### src/rtl/vga_pkg.sv
// Shared VGA timing constants, pixel types and small helpers for the image fetcher.
package vga_pkg;

    localparam logic [9:0] H_ACTIVE = 10'd640;
    localparam logic [9:0] V_ACTIVE = 10'd480;
    localparam logic [9:0] H_TOTAL  = 10'd800;
    localparam logic [9:0] V_TOTAL  = 10'd525;

    typedef struct packed {
        logic [3:0] r;
        logic [3:0] g;
        logic [3:0] b;
    } rgb12_t;

    localparam rgb12_t RGB_BLACK = 12'h000;

    // Position qualifiers that ride alongside the ROM read.
    typedef struct packed {
        logic       active;
        logic       in_img;
        logic [9:0] col;
        logic [9:0] row;
    } pix_qual_t;

    // True when a signed offset from the image origin lies inside [0, span).
    function automatic logic in_span(input logic signed [10:0] d,
                                     input logic signed [10:0] span);
        return (d >= 11'sd0) && (d < span);
    endfunction

endpackage

### src/rtl/vga_delay_line.sv
// Fixed-depth shift register, cleared to zero by asynchronous reset.
module vga_delay_line #(
    parameter int WIDTH = 22,
    parameter int DEPTH = 1
) (
    input  logic             clk_i,
    input  logic             rst_i,
    input  logic [WIDTH-1:0] d_i,
    output logic [WIDTH-1:0] q_o
);

    logic [WIDTH-1:0] stage_q [DEPTH];

    // Shift the word one stage per clock; all stages clear on reset.
    always_ff @(posedge clk_i or posedge rst_i) begin
        if (rst_i) begin
            for (int i = 0; i < DEPTH; i++) begin
                stage_q[i] <= {WIDTH{1'b0}};
            end
        end else begin
            stage_q[0] <= d_i;
            for (int i = 1; i < DEPTH; i++) begin
                stage_q[i] <= stage_q[i-1];
            end
        end
    end

    assign q_o = stage_q[DEPTH-1];

endmodule

### src/rtl/vga_image_fetcher.sv
// Maps the controller's scan position onto a scaled, scrolling image held in
// ROM and produces the aligned RGB pixel plus its position qualifiers.
module vga_image_fetcher
    import vga_pkg::*;
#(
    parameter int          IMG_W      = 64,
    parameter int          IMG_H      = 64,
    parameter int          ADDR_W     = 12,
    parameter int          SCALE_LOG2 = 1,
    parameter int          ORIGIN_X   = 256,
    parameter int          ORIGIN_Y   = 176,
    parameter logic [11:0] BORDER_RGB = 12'h00F,
    parameter int          ROM_LAT    = 1
) (
    input  logic              clk25M,
    input  logic              reset,
    input  logic [9:0]        col_in,
    input  logic [9:0]        row_in,
    input  logic              scroll_en,
    output logic [ADDR_W-1:0] rom_addr,
    input  logic [11:0]       rom_q,
    output logic [11:0]       rgb_out,
    output logic [9:0]        col_out,
    output logic [9:0]        row_out,
    output logic              active_out,
    output logic              frame_tick
);

    localparam int X_W    = $clog2(IMG_W);
    localparam int Y_W    = $clog2(IMG_H);
    localparam int SPAN_X = IMG_W << SCALE_LOG2;
    localparam int SPAN_Y = IMG_H << SCALE_LOG2;

    localparam logic signed [10:0] X_LO   = 11'(ORIGIN_X);
    localparam logic signed [10:0] Y_LO   = 11'(ORIGIN_Y);
    localparam logic signed [10:0] X_SPAN = 11'(SPAN_X);
    localparam logic signed [10:0] Y_SPAN = 11'(SPAN_Y);

    // Reject configurations that cannot be addressed or do not fit on screen.
    if (ORIGIN_X + SPAN_X > int'(H_ACTIVE) || ORIGIN_Y + SPAN_Y > int'(V_ACTIVE)) begin : g_fit_chk
        $error("vga_image_fetcher: scaled image does not fit inside the active area");
    end
    if (IMG_W * IMG_H != (1 << ADDR_W) || X_W + Y_W != ADDR_W) begin : g_addr_chk
        $error("vga_image_fetcher: IMG_W*IMG_H must equal 2**ADDR_W");
    end
    if (ROM_LAT < 1) begin : g_lat_chk
        $error("vga_image_fetcher: ROM_LAT must be at least 1");
    end

    logic signed [10:0] dx_s;
    logic signed [10:0] dy_s;
    logic               active_s;
    logic               in_img_s;
    logic [X_W-1:0]     x_s;
    logic [Y_W-1:0]     y_s;
    logic [ADDR_W-1:0]  rom_addr_d;
    logic [ADDR_W-1:0]  rom_addr_q;

    logic               frame_tick_d;
    logic               frame_tick_q;
    logic [X_W-1:0]     scroll_x_d;
    logic [X_W-1:0]     scroll_x_q;

    pix_qual_t          qual_a_s;
    pix_qual_t          qual_dly_s;
    logic [$bits(pix_qual_t)-1:0] qual_dly_raw_s;

    rgb12_t             rgb_d;
    rgb12_t             rgb_q;
    logic [9:0]         col_q;
    logic [9:0]         row_q;
    logic               active_q;

    // Stage A: classify the scan position and derive the texel coordinate.
    always_comb begin
        dx_s     = $signed({1'b0, col_in}) - X_LO;
        dy_s     = $signed({1'b0, row_in}) - Y_LO;
        active_s = (col_in < H_ACTIVE) && (row_in < V_ACTIVE);
        in_img_s = in_span(dx_s, X_SPAN) && in_span(dy_s, Y_SPAN);
        x_s      = X_W'(dx_s >>> SCALE_LOG2) + scroll_x_q;
        y_s      = Y_W'(dy_s >>> SCALE_LOG2);
        if (in_img_s) begin
            rom_addr_d = {y_s, x_s};
        end else begin
            rom_addr_d = rom_addr_q;
        end
        qual_a_s.active = active_s;
        qual_a_s.in_img = in_img_s;
        qual_a_s.col    = col_in;
        qual_a_s.row    = row_in;
    end

    // ROM address register; holds outside the image so the bus stays quiet.
    always_ff @(posedge clk25M or posedge reset) begin
        if (reset) begin
            rom_addr_q <= {ADDR_W{1'b0}};
        end else begin
            rom_addr_q <= rom_addr_d;
        end
    end

    // Next-state for the vblank pulse and the per-frame scroll offset.
    always_comb begin
        frame_tick_d = (col_in == 10'd0) && (row_in == V_ACTIVE);
        if (frame_tick_q && scroll_en) begin
            scroll_x_d = scroll_x_q + {{(X_W-1){1'b0}}, 1'b1};
        end else begin
            scroll_x_d = scroll_x_q;
        end
    end

    // Vblank pulse and scroll counter; scroll only moves at vblank start.
    always_ff @(posedge clk25M or posedge reset) begin
        if (reset) begin
            frame_tick_q <= 1'b0;
            scroll_x_q   <= {X_W{1'b0}};
        end else begin
            frame_tick_q <= frame_tick_d;
            scroll_x_q   <= scroll_x_d;
        end
    end

    // The qualifiers wait ROM_LAT cycles so they meet the ROM data.
    vga_delay_line #(
        .WIDTH ($bits(pix_qual_t)),
        .DEPTH (ROM_LAT)
    ) u_qual_dly (
        .clk_i (clk25M),
        .rst_i (reset),
        .d_i   (qual_a_s),
        .q_o   (qual_dly_raw_s)
    );

    assign qual_dly_s = pix_qual_t'(qual_dly_raw_s);

    // Output colour select: image texel, border colour or black.
    always_comb begin
        if (qual_dly_s.active && qual_dly_s.in_img) begin
            rgb_d = rgb12_t'(rom_q);
        end else if (qual_dly_s.active) begin
            rgb_d = rgb12_t'(BORDER_RGB);
        end else begin
            rgb_d = RGB_BLACK;
        end
    end

    // Output register stage: colour and its aligned position qualifiers.
    always_ff @(posedge clk25M or posedge reset) begin
        if (reset) begin
            rgb_q    <= RGB_BLACK;
            col_q    <= 10'd0;
            row_q    <= 10'd0;
            active_q <= 1'b0;
        end else begin
            rgb_q    <= rgb_d;
            col_q    <= qual_dly_s.col;
            row_q    <= qual_dly_s.row;
            active_q <= qual_dly_s.active;
        end
    end

    assign rom_addr   = rom_addr_q;
    assign frame_tick = frame_tick_q;
    assign rgb_out    = rgb_q;
    assign col_out    = col_q;
    assign row_out    = row_q;
    assign active_out = active_q;

endmodule

### config.mk
export PLATFORM = sky130hd
export DESIGN_NAME = vga_image_fetcher
export DESIGN_NICKNAME = d
export VERILOG_FILES = /design/src/rtl/vga_pkg.sv /design/src/rtl/vga_delay_line.sv /design/src/rtl/vga_image_fetcher.sv
export SDC_FILE = /design/constraint.sdc
export NUM_CORES = 1
export LEC_CHECK = 0
export BUFFER_PORTS_ARGS = -buffer_cell sky130_fd_sc_hd__buf_2
export CAP_MARGIN = 20
export CORE_ASPECT_RATIO = 0.7
export CORE_MARGIN = 4
export CORE_UTILIZATION = 45
export CTS_CLUSTER_SIZE = 40
export DETAILED_ROUTE_END_ITERATION = 10
export GPL_ROUTABILITY_DRIVEN = 1
export GPL_TIMING_DRIVEN = 0
export MAX_ROUTING_LAYER = met4
export PLACE_DENSITY_LB_ADDON = 0.15
export SLEW_MARGIN = 20
export SYNTH_ARGS = -nofsm -noshare
export SYNTH_HDL_FRONTEND = slang
export SYNTH_SLANG_ARGS = --single-unit
### constraint.sdc
create_clock -name clk25M -period 3 [get_ports clk25M]
set_input_delay 0.45 -clock clk25M [delete_from_list [all_inputs] [get_ports clk25M]]
set_output_delay 0.45 -clock clk25M [all_outputs]
set_load 0.03 [all_outputs]
==> results by group <==
Status
  – Status: complete, no violations

Worst setup path
  – Critical Path AT: 2110 ps
  – WS Path Type: input pin to flop
  – Critical Path Sink Type: flop
  – Nature of the critical path startpoint: input pin
  – Crit-path max FO: 10
  – WP data required: 3220 ps

Routing
  – Initial drt markers: 41
  – DRC viols: 0
  – DRT antenna net count: 0
  – Wire per inst: 14.4 µm
  – Via/cell ratio: 4.52
  – WL final: 5010 µm
  – Via count: 1569
  – Pre-antenna DRT Iters: 4

Power
  – Sequential share of power: 0.503
  – Power Total: 0.00216 W
  – Combinational share of power: 0.141
  – Clock power frac: 0.356
  – Power per cell area: 639 nW/µm²
  – Peak supply drop: 300 µV
  – Net Switching: 0.000583 W
  – Sw Ratio: 0.270
  – Int Power: 0.00158 W
  – Leak: 1.76 nW

Global routing
  – GRT overflow: 0
  – Vias in the first global route: 1694
  – First-pass GRT wire length: 8470 µm
  – Initial antenna violation count: 0
  – Largest net degree at the start of global routing: 49
  – Total track usage: 0.162

Die
  – I/O pin count: 81
  – Die area: 7210 µm²
  – Die Y: 72.3 µm
  – Initial Utilization: 0.463
  – Row count: 23
  – Core ar.: 5730 µm²
  – Die W: 99.8 µm

Timing
  – RSZ-0062 raised after global routing: no
  – Final setup fails: 0
  – Hold Fails Final Rpt: 0
  – Slew Limit Fails: 0
  – Slew HR: 0.720
  – Period utilization: 0.628
  – Min Clock Period, post-route: 1880 ps
  – Max Clock Skew: 5.78 ps
  – Final hold slack: 81.7 ps
  – Fmax: 531 MHz
  – Setup TNS: 0 ps
  – Slew @ Worst Pin: 409 ps

Synthesis
  – Most frequent cell after synthesis: dfrtp_1
  – Share of the synthesized area in the top cell type: 0.698
  – Post-Syn Nets: 223
  – Number of synthesized flops with an enable pin: 0
  – Mapped cell area: 2650 µm²
  – Dominant cell type by area after synthesis: dfrtp_1
  – Avg Cell Area, Syn: 15.2 µm²
  – Synth top cells by count: dfrtp_1 (74), inv_1 (14), ha_1 (12)
  – Synth area leaders: dfrtp_1 (70%), ha_1 (5.7%), xnor2_1 (3.3%)
  – Synth warn: 0
  – Post-synthesis sequential area ratio: 0.698
  – Main synth FF type: dfrtp_1
  – Synth cell types: 35
  – Syn Inst Count: 175
  – FFs w/ async S/R, synth: 1.00
  – Yosys reg bits: 74

Clock network
  – Cts hold-fix bufs: 0
  – CTS Sinks: 74
  – H-tree levels: 3
  – Clock buffer depth: 2
  – # resized after CTS: 0
  – Inserted Clock Buffers: 9
  – CTS tree: yes
  – Clock latency on the worst-skew pair: 340 ps
  – Clk pin slew, worst setup/hold paths: 80 ps
  – Post-CTS Setup Repair Bufs: 0
  – Root buffer cell: clkbuf_8

Job
  – Max cap viols: 0

Worst hold path
  – Worst Hold Class: input pin to async pin

Finish
  – Nets: 315
  – Antenna diode count: 0
  – Share of cells above drive strength 1: 0.412
  – Synth-to-layout area growth: 27.5%

Place
  – Routability cong.: 0.701
  – DP HPWL: 3760 µm
  – Port bufs: 80
## per-stage QoR
step                       util  instance area [µm²]  std cells  worst slack [ps]
after floorplan               -                 2650        175               668
after global placement    0.550                 3150        330              -169
after detailed placement  0.555                 3180        331               735
after CTS                 0.591                 3380        347              1110
after global routing      0.591                 3380        347              1010
final                     0.591                 3380        347              1120
## kinds of logic (layout without fill, tap and decap cells)
| kind of cell | count (synthesis) | after routing | share of synthesized area |
|---|---|---|---|
| flip-flops | 74 | 74 | 0.698 |
| AND/OR/NAND/NOR | 31 | 31 | 0.0736 |
| AO/OA/AOI/OAI | 19 | 19 | 0.0523 |
| buffers and inverters | 17 | 114 | 0.0283 |
| adder cells (fa/ha/maj) | 13 | 13 | 0.0641 |
| XOR/XNOR | 11 | 11 | 0.0363 |
| multiplexers | 10 | 10 | 0.0476 |
## worst paths after layout
| kind | startpoint | endpoint | slack [ps] | cells after the start |
|---|---|---|---|---|
| hold / removal | reset | rom_addr[7]$_DFFE_PP0P_ | 80 | 2 |
| max in group asynchronous | reset | rom_addr[3]$_DFFE_PP0P_ | 2380 | 3 |
| setup / recovery | col_in[8] | rom_addr[3]$_DFFE_PP0P_ | 1120 | 9 |
| min in group clk25M | col_in[0] | u_qual_dly.q_o[10]$_DFF_PP0_ | 230 | 1 |
| setup reg to reg | scroll_x_q[0]$_DFFE_PP0P_ | rom_addr[4]$_DFFE_PP0P_ | 1140 | 8 |
| hold reg to reg | u_qual_dly.q_o[14]$_DFF_PP0_ | col_out[4]$_DFF_PP0_ | 350 | 0 |
## cells in the final DEF (no fill, tap or decap), drive strengths merged, types with 3 or more instances in the layout
master   n
nand2    3
a21boi   4
mux2     9
inv     14
clkinv   3
buf     82
dfrtp   74
a21oi    6
and3     9
nor2     3
nor4     3
ha      12
xnor2   10
clkbuf  13
## cell type report
cell class	instances	area (µm²)
fill	496	2340
sequential	74	1850
multi-input combinational	84	727
timing repair buffer	81	428
clock buffer	11	141
tap	75	93.8
clock inverter	5	63.8
inverter	14	55.1
buffer	3	22.5
## flip-flops by register name, indices dropped and copies added, names as in the netlist
signal,flops
u_qual_dly.q_o,22
rgb_out,12
rom_addr,12
col_out,10
row_out,10
scroll_x_q,6
active_out,1
frame_tick,1
## critical path, stage by stage
cell and delay [ps]:
buf_2 100, inv_1 70, ha_1 280, nor3b_1 200, ha_1 180, nand2b_1 80
a21oi_4 260, buf_8 190, mux2_4 300
## layer usage
layer | global-route usage | vias up | wire [µm]
li1 | - | 775 | -
met1 | 0.217 | 742 | 2390
met2 | 0.232 | 50 | 2270
met3 | 0.0605 | 2 | 330
met4 | 0.0500 | 0 | 14
met5 | - | - | 0
## power by group through the flow
stage,clock [W],sequential (W),combinational [W]
2_1_floorplan,0,0.00122,0.0000832
3_3_place_gp,0,0.00111,0.000301
3_5_place_dp,0,0.00111,0.000311
4_1_cts,0.000798,0.00109,0.000312
5_1_grt,0.000853,0.00110,0.000330
6_report,0.000769,0.00109,0.000305
Note: power is estimated with default switching activity, not from simulation.
